$ cat config.mk
export PLATFORM = sky130hd
export DESIGN_NAME = shifter_serial
export DESIGN_NICKNAME = d
export VERILOG_FILES = /design/src/rtl/shifter_serial.sv
export SDC_FILE = /design/constraint.sdc
export NUM_CORES = 1
export LEC_CHECK = 0
export BUFFER_PORTS_ARGS = -buffer_cell sky130_fd_sc_hd__buf_4
export CAP_MARGIN = 20
export CORE_MARGIN = 3
export CORE_UTILIZATION = 45
export CTS_CLUSTER_DIAMETER = 200
export DETAILED_ROUTE_END_ITERATION = 8
export PLACE_DENSITY = 0.69
export SLEW_MARGIN = 10
export SYNTH_ARGS = -nofsm -noshare
export SYNTH_HDL_FRONTEND = slang
export SYNTH_SLANG_ARGS = --single-unit
$ cat constraint.sdc
create_clock -name clk -period 3.9 [get_ports clk]
set_clock_uncertainty 0.05 [all_clocks]
set_input_delay 0.78 -clock clk [delete_from_list [all_inputs] [get_ports clk]]
set_output_delay 0.78 -clock clk [all_outputs]
set_load 0.1 [all_outputs]
$ cat src/rtl/shifter_serial.sv
// Serial bit-step shifter: rotate right, shift left, arithmetic right, logical right.
// Optional macro SHFT_DUAL_STEP_EN applies up to two bit-steps per SHIFT cycle.
module shifter_serial (
    input  logic        clk,
    input  logic        rst,
    input  logic        start,
    input  logic [15:0] In,
    input  logic [3:0]  Cnt,
    input  logic [1:0]  Op,
    output logic [15:0] Out,
    output logic        busy,
    output logic        done
);

    localparam logic [1:0] ST_IDLE  = 2'd0;
    localparam logic [1:0] ST_SHIFT = 2'd1;
    localparam logic [1:0] ST_DONE  = 2'd2;

    logic [1:0]  state_q, state_d;
    logic [15:0] work_q, work_d;
    logic [3:0]  rem_q, rem_d;
    logic [1:0]  op_q, op_d;
    logic [15:0] out_q, out_d;

    function automatic logic [15:0] step1(input logic [15:0] v, input logic [1:0] op);
        logic signed [15:0] sv;
        sv = v;
        case (op)
            2'b00:   step1 = {v[0], v[15:1]};
            2'b01:   step1 = {v[14:0], 1'b0};
            2'b10:   step1 = $unsigned(sv >>> 1);
            default: step1 = {1'b0, v[15:1]};
        endcase
    endfunction

    always_comb begin
        state_d = state_q;
        work_d  = work_q;
        rem_d   = rem_q;
        op_d    = op_q;
        out_d   = out_q;
        case (state_q)
            ST_IDLE: begin
                if (start) begin
                    work_d = In;
                    op_d   = Op;
                    rem_d  = Cnt;
                    if (Cnt == 4'd0) begin
                        state_d = ST_DONE;
                        out_d   = In;
                    end else begin
                        state_d = ST_SHIFT;
                    end
                end
            end
            ST_SHIFT: begin
`ifdef SHFT_DUAL_STEP_EN
                if (rem_q >= 4'd2) begin
                    work_d = step1(step1(work_q, op_q), op_q);
                    rem_d  = rem_q - 4'd2;
                end else begin
                    work_d = step1(work_q, op_q);
                    rem_d  = rem_q - 4'd1;
                end
                if (rem_q <= 4'd2) begin
                    state_d = ST_DONE;
                    out_d   = work_d;
                end
`else
                work_d = step1(work_q, op_q);
                rem_d  = rem_q - 4'd1;
                if (rem_q == 4'd1) begin
                    state_d = ST_DONE;
                    out_d   = work_d;
                end
`endif
            end
            ST_DONE: state_d = ST_IDLE;
            default: state_d = ST_IDLE;
        endcase
    end

    // Reset clears the datapath too so Out reads zero after any reset.
    always_ff @(posedge clk) begin
        if (rst) begin
            state_q <= ST_IDLE;
            work_q  <= 16'h0000;
            rem_q   <= 4'd0;
            op_q    <= 2'b00;
            out_q   <= 16'h0000;
        end else begin
            state_q <= state_d;
            work_q  <= work_d;
            rem_q   <= rem_d;
            op_q    <= op_d;
            out_q   <= out_d;
        end
    end

    assign Out  = out_q;
    assign busy = (state_q != ST_IDLE);
    assign done = (state_q == ST_DONE);

endmodule

==> results.md, run 1 <==
### Outcome
• finished clean — run status

### Setup path
• 3.07 ns — Crit path required time
• 1 — crit path buf inv count
• flip-flops — critical path's top delay family
• 6 — depth of the most critical reg-to-reg path
• 11 — CP max FO
• nor2b_1 > buf_4 — cell-by-cell trace of the critical path
• register — type of element launching the critical path
• output pin — kind of end point of the critical path
• rem_q[0] — r2r startpoint
• register to output pin — type of the worst setup path
• 1.92 ns — worst-case register-to-register setup slack
• Out[4] — endpoint of the worst register-to-register path
• 1.29 ns — crit path DAT
• sky130_fd_sc_hd__dfxtp_1 — slowest cell on the critical path
• 0.51 ns — highest cell delay on the worst timing path

### Global routing
• 1,497 — via count of the first global-routing pass
• 0 — number of antenna violations at the first check in global routing
• 19.4% — global-route usage over all layers
• 33 — maximum number of pins on one net before global-route repair
• 6.85 mm — wire length of the first global-routing pass
• 0 — total global routing overflow

### Timing
• 0 — final-report setup violation count
• 0 — Pins Over Slew Limit
• 0 ns — total negative slack for setup checks
• no — unrepaired setup endpoints after global routing
• 54.2% — final critical-path share of the clock period
• 0.895 ns — Tightest Pin Transition
• 473 MHz — Achievable Freq
• 2.12 ns — crit path time final
• 40.4% — max-slew headroom at the worst pin
• 0 — number of hold violations in the final report

### Synthesis
• 213 — Post-Synthesis Net Count
• 0 — count of warnings emitted by yosys
• 186 — gate count after technology mapping
• 0.00178 sq mm — post-synth design cell area
• 0% — Async S/R FF share, synth
• 45.1% — fraction of the yosys area taken by sequential cells
• 40 — number of storage elements in the synthesis netlist
• 0 — Post-synth EDFFs
• sky130_fd_sc_hd__dfxtp_1 — dominant synthesized flop cell
• 9.55 sq um — Post-Syn Area per Cell
• 36 — Yosys cell types

### Worst hold path
• Out[6] — launch point of the worst hold path
• 1 — number of instances on the worst hold path
• Out[6] — endpoint with the worst hold slack
• register to register — type of the worst min-delay path

### Power
• 0.952 mW — overall power
• 246 uV — worst-case vdd ir drop
• 431 mW/mm^2 — Power per Cell Area
• 1.04 nW — leak pwr

### Cells and area
• 29.4% — share of cells above drive strength 1
• 59.0% — final standard cell utilization of the core
• 254 — Layout Nets
• 276 — fin cells
• 0 — Inserted Diodes
• 24.3% — Synth-to-Final Area Change

### Route
• 0 — number of antenna-violating nets in the routed design
• 1,547 — DR vias
• 5.61 — vias per inst
• 0 — DRC
• 68 — count of routing violations after the opening detailed-route iteration
• 4 — iteration count of the initial detailed-routing pass
• 4.14 mm — Total Routed Length
• 15.0 microns — wire length per cell

### Clock network
• 0 — Post-CTS Resized
• 2 — maximum clock path buffer count
• sky130_fd_sc_hd__clkbuf_8 — buffer cell driving the clock tree root
• 5 — total clock buffers created by CTS
• 0 — Hold Buf Count CTS
• 0.28 ns — Clock Latency Late Sink
• 2 — H-tree level count
• 40 — total clock sinks
• 0.07 ns — clock slew seen by the registers of the worst setup and hold paths
• yes — CTS tree
• 0 — post-CTS setup-driven buffer insertion count

### Place
• 0.789 — routability congestion estimate from global placement
• 2.92 mm — detailed-placement wirelength estimate
• 266 — number of placed cells counting well taps
• 42 — PortBufs

### Die
• 47.4% — starting utilization of the core area
• 68.8 microns — chip height
• 43 — number of primary I/O pins
• 0.00374 sq mm — core footprint
• 0.00473 sq mm — die area
• 68.8 microns — Die Span X
• 22 — Rows

### Job
• 0 — max cap viols

==> final cells by class <==
type	instances	area, sq um
clock buffers	8	90.1
fillers	363	1540
inverters	6	27.5
multi-input cells	128	876
flip-flops and latches	40	801
well taps	48	60.1
repair buffers	46	353
==> through the flow <==
| step | hold WS (ns) | instance area, sq um | worst slack [ns] |
|---|---|---|---|
| floorplan | 0.403 | 1780 | 1.13 |
| global placement | 0.419 | 2090 | 1.52 |
| detailed placement | 0.418 | 2090 | 1.50 |
| CTS | 0.441 | 2180 | 1.63 |
| global route | 0.447 | 2210 | 1.70 |
| finish | 0.436 | 2210 | 1.78 |
==> how the worst max path moves through the flow <==
stage | start | endpoint | cells after the start
final | state_q[1] | done | 2
after global routing | state_q[1] | done | 2
after CTS | state_q[1] | Out[8] | 5
after detailed placement | Cnt[2] | Out[8] | 6
after global placement | Cnt[2] | Out[14] | 6
after floorplan | state_q[1] | done | 2
==> flip-flops by register name (all words and copies together) (netlist names) <==
name,cells
Out,16
work_q,16
op_q,2
rem_q,4
state_q,2
==> cell usage in the layout (no fill, tap or decap), types with 2 or more instances in the layout <==
cell type,n
sky130_fd_sc_hd__nor2_1,10
sky130_fd_sc_hd__o21ai_0,15
sky130_fd_sc_hd__clkbuf_1,2
sky130_fd_sc_hd__a22o_2,9
sky130_fd_sc_hd__nand3_1,2
sky130_fd_sc_hd__nand2b_1,3
sky130_fd_sc_hd__nand2_1,24
sky130_fd_sc_hd__nor2b_1,2
sky130_fd_sc_hd__nor3_1,2
sky130_fd_sc_hd__mux2i_1,15
sky130_fd_sc_hd__o2bb2ai_1,2
sky130_fd_sc_hd__clkbuf_8,6
sky130_fd_sc_hd__a22o_1,19
sky130_fd_sc_hd__dfxtp_1,40
sky130_fd_sc_hd__o22a_1,2
sky130_fd_sc_hd__a211oi_1,2
sky130_fd_sc_hd__ha_1,2
sky130_fd_sc_hd__a21oi_1,5
sky130_fd_sc_hd__inv_1,5
sky130_fd_sc_hd__buf_4,45
==> power breakdown <==
part           internal [mW]  switching (mW)  leakage [nW]  total, mW
Combinational         0.0810           0.130         0.665      0.211
Clock                  0.144           0.133        0.0455      0.277
Sequential             0.438          0.0253         0.327      0.464
Total                  0.664           0.288          1.04      0.952
==> worst reg2reg max path, stage by stage (launching register included) <==
cell and delay [ns]:
sky130_fd_sc_hd__dfxtp_1 0.39, sky130_fd_sc_hd__ha_1 0.18, sky130_fd_sc_hd__or3b_2 0.48, sky130_fd_sc_hd__o22a_1 0.20
sky130_fd_sc_hd__or3_4 0.35, sky130_fd_sc_hd__clkinv_4 0.13, sky130_fd_sc_hd__a22o_1 0.15
==> synthesized netlist by cell type, drive strengths merged (2+ instances only) <==
cell type | count | area (sq um)
dfxtp | 40 | 801
a22o | 28 | 257
nand2 | 24 | 90.1
mux2i | 15 | 150
o21ai | 15 | 75.1
nor2 | 10 | 37.5
clkbuf | 8 | 30.0
a21oi | 5 | 25.0
inv | 5 | 18.8
buf | 4 | 41.3
nand2b | 3 | 18.8
a211oi | 2 | 15.0
ha | 2 | 25.0
nand3 | 2 | 10.0
nor2b | 2 | 12.5
nor3 | 2 | 10.0
o22a | 2 | 17.5
o2bb2ai | 2 | 17.5
or3b | 2 | 17.5
==> metal layers <==
layer	GRT usage, %	wire, microns	vias up
li1	-	-	757
met1	24.9	1820	732
met2	31.5	1980	54
met3	4.70	294	4
met4	7.30	42	0
met5	0	0	-
==> kinds of logic after synthesis <==
family	after synthesis	synth area share, %
AO/OA/AOI/OAI	60	25.5
AND/OR/NAND/NOR	51	14.0
flip-flops	40	45.1
buffers and inverters	18	5.57
multiplexers	15	8.46
adder cells (fa/ha/maj)	2	1.41
Power figures use the tool's default switching activity.
==> inputs of run 2 (changes only) <==
==> constraint.sdc (replaced) <==
create_clock -name clk -period 2.2 [get_ports clk]
set_clock_uncertainty 0.05 [all_clocks]
set_input_delay 0.44 -clock clk [delete_from_list [all_inputs] [get_ports clk]]
set_output_delay 0.44 -clock clk [all_outputs]
set_load 0.1 [all_outputs]
==> results.md, run 2 (synthesis results as in run 1) <==
### Clock network
• 5 — total clock buffers created by CTS
• 2 — maximum clock path buffer count
• 0.08 ns — clock slew seen by the registers of the worst setup and hold paths
• 0 — post-CTS setup-driven buffer insertion count
• 0.29 ns — Clock Latency Late Sink
• 0 — Post-CTS Resized
• 40 — total clock sinks
• sky130_fd_sc_hd__clkbuf_8 — buffer cell driving the clock tree root
• 0 — Hold Buf Count CTS
• 2 — H-tree level count
• yes — CTS tree

### Setup path
• 2.34 ns — Crit path required time
• sky130_fd_sc_hd__or3b_2 — slowest cell on the critical path
• Out[7] — endpoint of the worst register-to-register path
• 2.16 ns — crit path DAT
• 6 — depth of the most critical reg-to-reg path
• 0.18 ns — worst-case register-to-register setup slack
• rem_q[0] — r2r startpoint
• simple AND/OR/NAND/NOR gates — critical path's top delay family
• 0.49 ns — highest cell delay on the worst timing path
• register — type of element launching the critical path
• ha_1 > or3b_2 > o22ai_2 > nor2_1 > buf_4 > a22o_2 — cell-by-cell trace of the critical path
• 10 — CP max FO
• 1 — crit path buf inv count
• register to register — type of the worst setup path
• register — kind of end point of the critical path

### Place
• 0.834 — routability congestion estimate from global placement
• 42 — PortBufs
• -0.0289 ns — placement-stage worst setup slack
• 2.84 mm — detailed-placement wirelength estimate
• 0.00212 sq mm — area post-placement
• 269 — number of placed cells counting well taps

### Global routing
• 0 — total global routing overflow
• 6.45 mm — wire length of the first global-routing pass
• 32 — maximum number of pins on one net before global-route repair
• 0 — number of antenna violations at the first check in global routing
• 18.3% — global-route usage over all layers
• 1,414 — via count of the first global-routing pass

### Route
• 5.44 — vias per inst
• 0 — number of antenna-violating nets in the routed design
• 0 — DRC
• 1,512 — DR vias
• 4 — iteration count of the initial detailed-routing pass
• 51 — count of routing violations after the opening detailed-route iteration
• 4.08 mm — Total Routed Length
• 14.7 microns — wire length per cell

### Timing
• 0.183 ns — Final WS setup
• 0 — final-report setup violation count
• 67.1% — max-slew headroom at the worst pin
• 0 — number of hold violations in the final report
• 0 ns — total negative slack for setup checks
• 91.7% — final critical-path share of the clock period
• no — unrepaired setup endpoints after global routing
• 0 — Pins Over Slew Limit
• 2.02 ns — crit path time final
• 496 MHz — Achievable Freq
• 0.492 ns — Tightest Pin Transition

### Cells and area
• sky130_fd_sc_hd__buf_4, sky130_fd_sc_hd__dfxtp_1, sky130_fd_sc_hd__nand2_1 — highest-count cells in the layout ignoring fill and taps
• sky130_fd_sc_hd__buf_4 — commonest non-fill, non-tap cell in the layout
• 256 — Layout Nets
• 31.7% — share of cells above drive strength 1
• 0 — Inserted Diodes
• 25.7% — Synth-to-Final Area Change
• 0.00223 sq mm — post-route standard cell area excluding fillers
• 278 — fin cells
• 59.6% — final standard cell utilization of the core

### Worst hold path
• op_q[1] — endpoint with the worst hold slack
• 3 — number of instances on the worst hold path
• input port to register — type of the worst min-delay path
• Op[1] — launch point of the worst hold path

### Die
• 0.00473 sq mm — die area
• 68.8 microns — chip height
• 68.8 microns — Die Span X
• 43 — number of primary I/O pins
• 0.00374 sq mm — core footprint
• 47.4% — starting utilization of the core area
• 22 — Rows

### Outcome
• finished clean — run status

### Job
• 0 — max cap viols

### Power
• 0.530 mW — power dissipated by switching net loads
• 1.04 nW — leak pwr
• 764 mW/mm^2 — Power per Cell Area
• 474 uV — worst-case vdd ir drop
• 1.17 mW — Int Power
• 21.9% — combinational share of power
• 31.1% — switching portion of total power
• 48.3% — sequential power share
• 29.8% — clock share of power

run 2: changes by cell type in the layout (fill, tap and decap cells not counted):
cell | before | now
sky130_fd_sc_hd__buf_4 | 45 | 48
sky130_fd_sc_hd__buf_8 | 1 | 0
sky130_fd_sc_hd__clkbuf_1 | 2 | 0
sky130_fd_sc_hd__clkinvlp_4 | 0 | 2
sky130_fd_sc_hd__nor2b_1 | 2 | 1
sky130_fd_sc_hd__nor2b_2 | 0 | 1
sky130_fd_sc_hd__o22ai_1 | 1 | 0
sky130_fd_sc_hd__o22ai_2 | 0 | 1
run 2: layout make-up:
| type | count | area [sq um] |
|---|---|---|
| inverters | 6 | 27.5 |
| well taps | 48 | 60.1 |
| flip-flops and latches | 40 | 801 |
| clock buffers | 6 | 82.6 |
| fillers | 369 | 1510 |
| multi-input cells | 128 | 885 |
| repair buffers | 48 | 360 |
| clock inverters | 2 | 15.0 |
run 2: how the worst max path moves through the flow:
stage	start	end	slack [ns]	depth (start not counted)
finish	rem_q[0]	Out[7]	0.18	6
global route	rem_q[0]	Out[7]	0.09	6
CTS	rem_q[1]	Out[13]	0.04	6
detailed placement	start	Out[9]	-0.03	5
global placement	start	Out[14]	0.02	5
floorplan	state_q[1]	done	0.28	2
run 2: layer usage:
| layer | wire [microns] | share of wire [%] | GRT usage (%) | vias up |
|---|---|---|---|---|
| li1 | - | - | - | 763 |
| met2 | 1850 | 45 | 28.0 | 31 |
| met5 | 0 | 0 | 0 | - |
| met4 | 36 | 0.88 | 5.84 | 0 |
| met3 | 175 | 4.3 | 4.86 | 5 |
| met1 | 2020 | 50 | 25.1 | 713 |
run 2: per-stage QoR:
stage          total power [mW]  hold slack [ns]
3_5_place_dp               1.21            0.417
2_1_floorplan              1.10            0.403
3_3_place_gp               1.20            0.419
5_1_grt                    1.79            0.354
4_1_cts                    1.72            0.342
6_report                   1.70            0.350
run 2: power by group through the flow:
stage	clock network (mW)	logic (mW)	registers, mW
global placement	0	0.362	0.836
finish	0.508	0.373	0.822
global route	0.550	0.410	0.829
CTS	0.526	0.371	0.821
floorplan	0	0.212	0.890
detailed placement	0	0.369	0.837
run 2: worst reg2reg max path, delay by kind of cell, from the launching register on:
kind	cells	cell delay, ns
adders and majority gates	1	0.17
AOI/OAI and AO/OA	2	0.46
buffers and inverters	1	0.21
and+or+nand+nor	2	0.65
DFF	1	0.38
==> inputs of run 3 (changes only) <==
--- a/config.mk
+++ b/config.mk
@@ -5,13 +5,13 @@
 export SDC_FILE = /design/constraint.sdc
 export NUM_CORES = 1
 export LEC_CHECK = 0
-export BUFFER_PORTS_ARGS = -buffer_cell sky130_fd_sc_hd__buf_4
 export CAP_MARGIN = 20
 export CORE_MARGIN = 3
 export CORE_UTILIZATION = 45
 export CTS_CLUSTER_DIAMETER = 200
 export DETAILED_ROUTE_END_ITERATION = 8
-export PLACE_DENSITY = 0.69
+export DONT_BUFFER_PORTS = 1
+export SKIP_LAST_GASP = 1
 export SLEW_MARGIN = 10
 export SYNTH_ARGS = -nofsm -noshare
 export SYNTH_HDL_FRONTEND = slang
==> results.md, run 3 (synthesis results as in run 1) <==
### Outcome
• finished clean — run status

### Cells and area
• 0 — Inserted Diodes
• sky130_fd_sc_hd__dfxtp_1, sky130_fd_sc_hd__nand2_1, sky130_fd_sc_hd__buf_4 — highest-count cells in the layout ignoring fill and taps
• 15.4% — Synth-to-Final Area Change
• 253 — fin cells
• 54.7% — final standard cell utilization of the core
• 22.9% — share of cells above drive strength 1
• 365 — total of fill cells in the finished design
• sky130_fd_sc_hd__dfxtp_1 — commonest non-fill, non-tap cell in the layout
• 231 — Layout Nets

### Power
• 847 mW/mm^2 — Power per Cell Area
• 29.4% — switching portion of total power
• 0.510 mW — power dissipated by switching net loads
• 33.8% — clock share of power
• 47.1% — sequential power share
• 19.1% — combinational share of power
• 1.23 mW — Int Power
• 525 uV — worst-case vdd ir drop
• 0.935 nW — leak pwr
• 1.74 mW — overall power

### Die
• 68.8 microns — Die Span X
• 68.8 microns — chip height
• 0.00473 sq mm — die area
• 47.4% — starting utilization of the core area
• 0.00374 sq mm — core footprint
• 22 — Rows
• 43 — number of primary I/O pins

### Timing
• 0 — final-report setup violation count
• 0 — number of hold violations in the final report
• 55.0% — max-slew headroom at the worst pin
• 0.164 ns — worst hold-check slack
• 0.674 ns — Tightest Pin Transition
• no — unrepaired setup endpoints after global routing
• 0 — Pins Over Slew Limit
• 506 MHz — Achievable Freq
• 0.225 ns — Final WS setup
• 1.98 ns — crit path time final
• 89.8% — final critical-path share of the clock period

### Clock network
• 0.07 ns — clock slew seen by the registers of the worst setup and hold paths
• 2 — maximum clock path buffer count
• sky130_fd_sc_hd__clkbuf_8 — buffer cell driving the clock tree root
• 5 — total clock buffers created by CTS
• yes — CTS tree
• 2 — H-tree level count
• 40 — total clock sinks
• 0.30 ns — Clock Latency Late Sink
• 0 — post-CTS setup-driven buffer insertion count

### Route
• 1,398 — DR vias
• 3.89 mm — Total Routed Length
• 15.4 microns — wire length per cell
• 0 — number of antenna-violating nets in the routed design
• 4 — iteration count of the initial detailed-routing pass
• 5.53 — vias per inst
• 56 — count of routing violations after the opening detailed-route iteration
• 0 — DRC

### Setup path
• 2.39 ns — Crit path required time
• Out[14] — end of the critical path
• register to register — type of the worst setup path
• Out[14] — endpoint of the worst register-to-register path
• rem_q[0] — r2r startpoint
• 15 — CP max FO
• register — kind of end point of the critical path
• 6 — depth of the most critical reg-to-reg path
• 2.16 ns — crit path DAT
• register — type of element launching the critical path
• 0.22 ns — worst-case register-to-register setup slack
• rem_q[0] — first element of the critical path

### Place
• 0 — PortBufs
• -0.0144 ns — placement-stage worst setup slack
• 0.765 — routability congestion estimate from global placement
• 2.73 mm — detailed-placement wirelength estimate
• 244 — number of placed cells counting well taps

### Worst hold path
• input port to register — type of the worst min-delay path

### Global routing
• 0 — total global routing overflow
• 0 — number of antenna violations at the first check in global routing
• 18.2% — global-route usage over all layers
• 32 — maximum number of pins on one net before global-route repair
• 6.38 mm — wire length of the first global-routing pass
• 1,369 — via count of the first global-routing pass

### Job
• 0 — max cap viols

run 3: cell types whose count changed in the layout (fill, tap and decap cells not counted), sizes merged:
cell	delta
clkinvlp	-2
bufinv	+1
buf	-25
clkinv	+1
run 3: worst min-delay path by stage:
| stage | end | slack (ns) | startpoint | cells after the start |
|---|---|---|---|---|
| 2_1_floorplan | work_q[15] | 0.40 | work_q[15] | 1 |
| 3_3_place_gp | Out[9] | 0.42 | Out[9] | 1 |
| 3_5_place_dp | Out[9] | 0.42 | Out[9] | 1 |
| 4_1_cts | op_q[1] | 0.16 | rst | 1 |
| 5_1_grt | op_q[0] | 0.15 | rst | 1 |
| 6_report | op_q[1] | 0.16 | rst | 1 |
run 3: final cells by class:
type	instances	area, sq um	share of cell area [%]
Tap cell	48	60.1	2.93
Inverter	6	27.5	1.34
Multi-Input combinational cell	128	881	43.0
Sequential cell	40	801	39.1
Clock buffer	6	72.6	3.54
Timing Repair Buffer	23	173	8.42
Clock inverter	2	35.0	1.71
run 3: metrics by stage:
stage	instance area (sq um)	TNS, ns
after CTS	2040	0
after detailed placement	1930	-0.0325
after floorplan	1780	0
after global routing	2050	0
final	2050	0
after global placement	1930	0
run 3: worst max-delay path: stages, from the launching register on:
cell	delay [ns]
sky130_fd_sc_hd__dfxtp_1	0.39
sky130_fd_sc_hd__ha_1	0.17
sky130_fd_sc_hd__or3b_2	0.47
sky130_fd_sc_hd__o22a_1	0.20
sky130_fd_sc_hd__or3_4	0.35
sky130_fd_sc_hd__clkinv_4	0.14
sky130_fd_sc_hd__a22o_2	0.15
run 3: routing by layer:
layer  track usage [%]  vias up  wire [microns]
li1                  -      712               -
met1              24.0      650            1860
met2              27.4       29            1690
met3              6.00        7             272
met4              7.30        0              59
met5                 0        -               0
run 3: what timing repair did:
action                                  CTS  global route
resized for setup                         1             0
endpoints found under the setup margin    9             0
hold buffers                              0             0
run 3: power by group through the flow:
stage	sequential (mW)	combinational, mW	clock (mW)
2_1_floorplan	0.890	0.212	0
3_3_place_gp	0.833	0.326	0
3_5_place_dp	0.834	0.330	0
4_1_cts	0.818	0.332	0.602
5_1_grt	0.825	0.364	0.631
6_report	0.818	0.331	0.587
